File: config.mk
export PLATFORM = sky130hd
export DESIGN_NAME = exwb_arbiter
export DESIGN_NICKNAME = d
export VERILOG_FILES = /design/src/rtl/exwb_arbiter.sv
export SDC_FILE = /design/constraint.sdc
export NUM_CORES = 1
export LEC_CHECK = 0
export CAP_MARGIN = 10
export CORE_ASPECT_RATIO = 1.4
export CORE_MARGIN = 2
export CORE_UTILIZATION = 45
export CTS_CLUSTER_DIAMETER = 120
export DETAILED_ROUTE_END_ITERATION = 8
export PLACE_DENSITY = 0.76
export SLEW_MARGIN = 20
export SYNTH_ARGS = -nofsm -noshare
export SYNTH_HDL_FRONTEND = slang
export SYNTH_SLANG_ARGS = --single-unit
File: constraint.sdc
create_clock -name clk -period 5.8 [get_ports clk]
set_clock_uncertainty 0.15 [all_clocks]
set_input_delay 0.87 -clock clk [delete_from_list [all_inputs] [get_ports clk]]
set_output_delay 0.87 -clock clk [all_outputs]
set_load 0.01 [all_outputs]
File: src/rtl/exwb_arbiter.sv
// exwb_arbiter: writeback stage behind execute. Completions from the five
// execution units (alu, fwd, jmp, br, mem) are queued per unit and
// round-robin arbitrated onto one registered broadcast bus toward the ROB.
// Jumps and taken branches carry a PC redirect.
// Optional feature macro: EXWB_BYPASS_EN. When it is defined, an empty unit
// whose completion arrives this cycle may win arbitration directly, skipping
// its FIFO.
module exwb_arbiter #(
  parameter int               TAG_W       = 4,
  parameter int               XLEN        = 32,
  parameter int               DEPTH       = 4,
  parameter int               AFULL_TH    = 3,
  parameter logic [TAG_W-1:0] TAG_INVALID = '0
) (
  input  logic             clk,
  input  logic             rst,
  input  logic             flush,
  input  logic [TAG_W-1:0] alu_target,
  input  logic [XLEN-1:0]  alu_result,
  input  logic [TAG_W-1:0] fwd_target,
  input  logic [XLEN-1:0]  fwd_result,
  input  logic [TAG_W-1:0] jmp_target,
  input  logic [XLEN-1:0]  jmp_ori_pc,
  input  logic [XLEN-1:0]  jmp_next_pc,
  input  logic [TAG_W-1:0] br_target,
  input  logic [XLEN-1:0]  br_next_pc,
  input  logic             br_cmp_res,
  input  logic [TAG_W-1:0] mem_target,
  input  logic [XLEN-1:0]  mem_result,
  output logic             wb_valid,
  output logic [TAG_W-1:0] wb_tag,
  output logic [XLEN-1:0]  wb_value,
  output logic [2:0]       wb_src,
  output logic             wb_redirect,
  output logic [XLEN-1:0]  wb_redirect_pc,
  output logic [4:0]       afull,
  output logic             overflow
);

  localparam int NSRC  = 5;
  localparam int CNT_W = $clog2(DEPTH + 1);
  localparam int PTR_W = $clog2(DEPTH);

  // Incoming completion, normalised into the stored entry format
  logic [TAG_W-1:0] in_tag_s   [NSRC];
  logic [XLEN-1:0]  in_value_s [NSRC];
  logic [XLEN-1:0]  in_rpc_s   [NSRC];
  logic [NSRC-1:0]  in_redir_s;
  logic [NSRC-1:0]  in_valid_s;

  // Per-source FIFO storage and bookkeeping
  logic [TAG_W-1:0] tag_mem_r   [NSRC][DEPTH];
  logic [XLEN-1:0]  value_mem_r [NSRC][DEPTH];
  logic [XLEN-1:0]  rpc_mem_r   [NSRC][DEPTH];
  logic             redir_mem_r [NSRC][DEPTH];
  logic [PTR_W-1:0] wr_ptr_r    [NSRC];
  logic [PTR_W-1:0] rd_ptr_r    [NSRC];
  logic [CNT_W-1:0] count_r     [NSRC];
  logic [2:0]       rr_r;

  logic [NSRC-1:0]  cand_s, push_want_s, full_s, push_s, pop_s, drop_s;
  logic             gnt_valid_s, byp_s;
  logic [2:0]       gnt_s;
  logic [TAG_W-1:0] sel_tag_s;
  logic [XLEN-1:0]  sel_value_s, sel_rpc_s;
  logic             sel_redir_s;

  // Source index reached by stepping off places from base, wrapping 4 -> 0
  function automatic logic [2:0] rr_index(input logic [2:0] base, input int off);
    int t;
    t = int'(base) + off;
    if (t >= NSRC) t = t - NSRC;
    else t = t;
    return 3'(t);
  endfunction

  // Map each unit's ports onto {tag, value, redirect, redirect_pc}
  always_comb begin
    in_tag_s[0] = alu_target; in_value_s[0] = alu_result;
    in_redir_s[0] = 1'b0;     in_rpc_s[0] = '0;
    in_tag_s[1] = fwd_target; in_value_s[1] = fwd_result;
    in_redir_s[1] = 1'b0;     in_rpc_s[1] = '0;
    in_tag_s[2] = jmp_target; in_value_s[2] = jmp_ori_pc + XLEN'(4);
    in_redir_s[2] = 1'b1;     in_rpc_s[2] = jmp_next_pc;
    in_tag_s[3] = br_target;  in_value_s[3] = '0;
    in_redir_s[3] = br_cmp_res; in_rpc_s[3] = br_next_pc;
    in_tag_s[4] = mem_target; in_value_s[4] = mem_result;
    in_redir_s[4] = 1'b0;     in_rpc_s[4] = '0;
    for (int s = 0; s < NSRC; s++) begin
      in_valid_s[s] = (in_tag_s[s] != TAG_INVALID);
    end
  end

  // Round-robin grant: first candidate at or after the pointer
  always_comb begin
    cand_s      = '0;
    gnt_valid_s = 1'b0;
    gnt_s       = 3'd0;
    for (int s = 0; s < NSRC; s++) begin
`ifdef EXWB_BYPASS_EN
      cand_s[s] = (count_r[s] != '0) || in_valid_s[s];
`else
      cand_s[s] = (count_r[s] != '0);
`endif
    end
    for (int i = 0; i < NSRC; i++) begin
      if (!gnt_valid_s && cand_s[rr_index(rr_r, i)]) begin
        gnt_valid_s = 1'b1;
        gnt_s       = rr_index(rr_r, i);
      end else begin
        gnt_valid_s = gnt_valid_s;
      end
    end
`ifdef EXWB_BYPASS_EN
    byp_s = gnt_valid_s && (count_r[gnt_s] == '0);
`else
    byp_s = 1'b0;
`endif
  end

  // Push/pop decisions; a push into a full FIFO survives only alongside a pop
  always_comb begin
    push_want_s = '0;
    full_s      = '0;
    push_s      = '0;
    pop_s       = '0;
    drop_s      = '0;
    for (int s = 0; s < NSRC; s++) begin
      pop_s[s]       = gnt_valid_s && (gnt_s == 3'(s)) && !byp_s;
      push_want_s[s] = in_valid_s[s] && !(byp_s && (gnt_s == 3'(s)));
      full_s[s]      = (count_r[s] == CNT_W'(DEPTH));
      push_s[s]      = push_want_s[s] && (!full_s[s] || pop_s[s]);
      drop_s[s]      = push_want_s[s] && full_s[s] && !pop_s[s];
    end
  end

  // Entry that the granted source delivers to the output register
  always_comb begin
    if (byp_s) begin
      sel_tag_s   = in_tag_s[gnt_s];
      sel_value_s = in_value_s[gnt_s];
      sel_redir_s = in_redir_s[gnt_s];
      sel_rpc_s   = in_rpc_s[gnt_s];
    end else begin
      sel_tag_s   = tag_mem_r[gnt_s][rd_ptr_r[gnt_s]];
      sel_value_s = value_mem_r[gnt_s][rd_ptr_r[gnt_s]];
      sel_redir_s = redir_mem_r[gnt_s][rd_ptr_r[gnt_s]];
      sel_rpc_s   = rpc_mem_r[gnt_s][rd_ptr_r[gnt_s]];
    end
  end

  // Almost-full flags straight from the registered occupancy counts
  always_comb begin
    afull = '0;
    for (int s = 0; s < NSRC; s++) begin
      afull[s] = (count_r[s] >= CNT_W'(AFULL_TH));
    end
  end

  // FIFO payload storage; contents are don't-care while a slot is empty
  always_ff @(posedge clk) begin
    for (int s = 0; s < NSRC; s++) begin
      if (!flush && push_s[s]) begin
        tag_mem_r[s][wr_ptr_r[s]]   <= in_tag_s[s];
        value_mem_r[s][wr_ptr_r[s]] <= in_value_s[s];
        redir_mem_r[s][wr_ptr_r[s]] <= in_redir_s[s];
        rpc_mem_r[s][wr_ptr_r[s]]   <= in_rpc_s[s];
      end
    end
  end

  // FIFO indices, counts, arbitration pointer, sticky overflow and wb register
  always_ff @(posedge clk or negedge rst) begin
    if (!rst) begin
      for (int s = 0; s < NSRC; s++) begin
        wr_ptr_r[s] <= '0;
        rd_ptr_r[s] <= '0;
        count_r[s]  <= '0;
      end
      rr_r           <= 3'd0;
      overflow       <= 1'b0;
      wb_valid       <= 1'b0;
      wb_tag         <= TAG_INVALID;
      wb_value       <= '0;
      wb_src         <= 3'd0;
      wb_redirect    <= 1'b0;
      wb_redirect_pc <= '0;
    end else if (flush) begin
      for (int s = 0; s < NSRC; s++) begin
        wr_ptr_r[s] <= '0;
        rd_ptr_r[s] <= '0;
        count_r[s]  <= '0;
      end
      rr_r        <= 3'd0;
      wb_valid    <= 1'b0;
      wb_redirect <= 1'b0;
    end else begin
      for (int s = 0; s < NSRC; s++) begin
        if (push_s[s]) wr_ptr_r[s] <= wr_ptr_r[s] + PTR_W'(1'b1);
        if (pop_s[s])  rd_ptr_r[s] <= rd_ptr_r[s] + PTR_W'(1'b1);
        count_r[s] <= count_r[s] + CNT_W'(push_s[s]) - CNT_W'(pop_s[s]);
      end
      overflow <= overflow | (|drop_s);
      if (gnt_valid_s) begin
        wb_valid       <= 1'b1;
        wb_tag         <= sel_tag_s;
        wb_value       <= sel_value_s;
        wb_src         <= gnt_s;
        wb_redirect    <= sel_redir_s;
        wb_redirect_pc <= sel_rpc_s;
        rr_r           <= rr_index(gnt_s, 1);
      end else begin
        wb_valid    <= 1'b0;
        wb_redirect <= 1'b0;
      end
    end
  end

endmodule

==> impl_metrics.ini <==
[finish]
num-fill-cells = 7152
final-instance-count-excl-fill = 4309
multi_input_area_um2 = 11100
seqCellArea_um2 = 28500
area_growth_pct = 18.8
drive_above_1_share_pct = 12.8
nets = 3305

[global_route]
antenna_found_initial = 20
grt_overflow = 0
grt_usage_pct = 24.3
first_global_vias = 25800
grt_pass1_wl_mm = 165
grt_max_degree = 143

[synthesis]
netlist_area_um2 = 40400
synth_seq_cells = 968
syn_avg_cell_area_um2 = 14.7
synthArstFlopShare_pct = 11.6
yosysSeqAreaShare_pct = 70.4
netlist_instances = 2755
synth_area_leaders = edfxtp_1 63%, dfrtp_1 6.9%, mux2_2 3.5%
ys.flop_type = edfxtp_1
synth_edf_count = 852
synth_top_area_cell = edfxtp_1
synth_cell_types = 84
synth_nets = 3022
yosys.area.top_type_share_pct = 63.3
yosys_warnings = 0

[setup_path]
cpPeakStageDelay_ns = 0.48
critical_path_class = flop to flop
path_max_fanout = 114
crit_path_start_kind = flop
crit_arrival_ns = 5.79
slowest_stage = buf_16
path_cells = inv_2 -> ha_1 -> inv_1 -> fa_1 -> or3_4 -> and3_1 -> a2111o_1 -> nand2_1 -> o2111ai_2 -> a21oi_4 -> buf_16 -> buf_6 -> mux2_2 -> a22oi_1 -> a31oi_1 -> a32oi_1 -> o21ai_1
cp_data_required_time_ns = 6.15
reg2reg_setup_slack_ns = 0.37
end_kind = flop

[timing]
maxSlewHeadroom_pct = 25.7
worst_slew_pin_slew_ns = 1.11
setup_tns_ns = 0
grt_setup_unrepaired = no
post-route-period-util_pct = 93.7
clock.fmax_mhz = 184
hold_viol = 0
min_period_ns = 5.43
setup_viol_count_final = 0
drv_slew = 0

[routing]
drt_pass1_iterations = 6
antenna_left = 0
wl_met1_mm = 42.1
routed_wl_mm = 114
routedWlPerCell_um = 26.5
top_layer = met5
dr_wl_met2_mm = 59.3
met3WireLength_mm = 8.45
drt_iter0_drc = 2679
num_vias = 25800
via_per_inst = 5.98
drc = 0

[cts]
clockBufferDepth = 3
h-tree-depth = 3
clk_pin_slew_ns = 0.06
root_buffer = clkbuf_16
cts_made_buffers = 91
ctsResizeCount = 0
hold_buffers = 0
clock_sinks = 968
cts_tree = yes
cts_setup_buffers = 0
clkLatencyLatePin_ns = 0.67

[floorplanning]
io_pins = 295
core-area_um2 = 89300
fp-row-count = 130
start_util_pct = 45.3
die_h_um = 359
dieArea_um2 = 92200
die_w_um = 257

[flow_run]
maxCapViolations = 0

[min_path]
min_path_type = input pin to asynchronous set/reset pin

[placed_design]
io_buffers = 294
routabilityCongestion = 0.879
dp_hpwl_mm = 70.5
place_inst = 4133

[outcome]
outcome = finished, final reports clean
==> sequential cells by signal, indices dropped and copies added, names as in the netlist, 8 cells and up <==
name            cells
count_r            15
wb_redirect_pc     32
wb_value           32
value_mem_r       512
rd_ptr_r           10
redir_mem_r         8
tag_mem_r          80
wr_ptr_r           10
rpc_mem_r         256
==> cells in the mapped netlist, drive strengths merged (69+ instances only) <==
| cell type | number |
|---|---|
| buf | 86 |
| nand2 | 319 |
| nand3 | 70 |
| mux2i | 122 |
| a22oi | 87 |
| dfrtp | 112 |
| edfxtp | 852 |
| mux2 | 129 |
| clkbuf | 94 |
| a211oi | 70 |
| a21oi | 69 |
| o21ai | 72 |
==> layer usage <==
metal	track usage, %	up-vias
met3	3.53	242
li1	-	11200
met2	43.6	1277
met1	29.2	13000
met5	0	-
met4	10.5	18
==> worst max-delay path: cells and delay by family, from the launching register on <==
kind                     cells  cell delay, ns
AND/OR/NAND/NOR              3            0.71
buffers and inverters        4            1.17
flip-flops                   1            0.38
AO/OA/AOI/OAI                7            1.63
adder cells (fa/ha/maj)      2            0.70
multiplexers                 1            0.37
==> kinds of logic (layout without fill, tap and decap cells) <==
group,Yosys count,count (layout),synth area share (%)
AO/OA/AOI/OAI,560,560,10.1
XOR/XNOR,50,50,1.08
adder cells (fa/ha/maj),51,51,1.69
buffers and inverters,230,588,2.50
flip-flops,968,968,70.4
multiplexers,252,252,6.71
other,0,8,0
AND/OR/NAND/NOR,644,644,7.50
==> worst paths after layout <==
kind / start / end / cells past startpoint
setup reg to reg: rr_r[0] / wb_value[2] / 17
max in group asynchronous: rst / rd_ptr_r[4] / 2
setup / recovery: rr_r[0] / wb_value[2] / 17
hold reg to reg: redir_mem_r[2][2] / redir_mem_r[2][2] / 1
min in group clk: redir_mem_r[2][2] / redir_mem_r[2][2] / 1
hold / removal: rst / wb_value[10] / 1
==> stage by stage <==
stage	hold slack [ns]	worst slack [ns]	utilization [%]	cell area (um2)
2_1_floorplan	0.260	0.0360	-	40400
3_3_place_gp	0.272	0.414	50.5	45100
3_5_place_dp	0.277	0.222	50.5	45100
4_1_cts	0.215	0.153	53.7	48000
5_1_grt	0.254	0.0372	53.8	48000
6_report	0.197	0.368	53.8	48000
==> area by class of cell <==
class | count | share of cell area [%]
Antenna cell | 8 | 0.0417
Clock inverter | 41 | 0.711
Inverter | 50 | 0.406
Clock buffer | 127 | 5.28
Timing Repair Buffer | 370 | 8.13
Sequential cell | 968 | 59.3
Multi-Input combinational cell | 1557 | 23.0
Tap cell | 1188 | 3.10
==> placed cells by master, fill, tap and decap left out, types with 29 or more instances in the layout <==
| master | n |
|---|---|
| nor3_1 | 30 |
| dfrtp_1 | 109 |
| ha_1 | 45 |
| a21oi_1 | 66 |
| inv_1 | 45 |
| a32oi_1 | 42 |
| mux2_2 | 127 |
| nand3_1 | 69 |
| a22oi_1 | 87 |
| buf_4 | 43 |
| nand2_1 | 318 |
| edfxtp_1 | 852 |
| o21ai_0 | 37 |
| mux2i_1 | 121 |
| clkbuf_16 | 92 |
| nor2b_1 | 31 |
| a31oi_1 | 63 |
| nor2_1 | 68 |
| xnor2_1 | 38 |
| buf_12 | 29 |
| o21ai_1 | 35 |
| a211oi_1 | 66 |
| clkdlybuf4s50_1 | 292 |
Power is not shown: default switching activity piles up to over one toggle a cycle in this logic, so the estimate is an artifact.
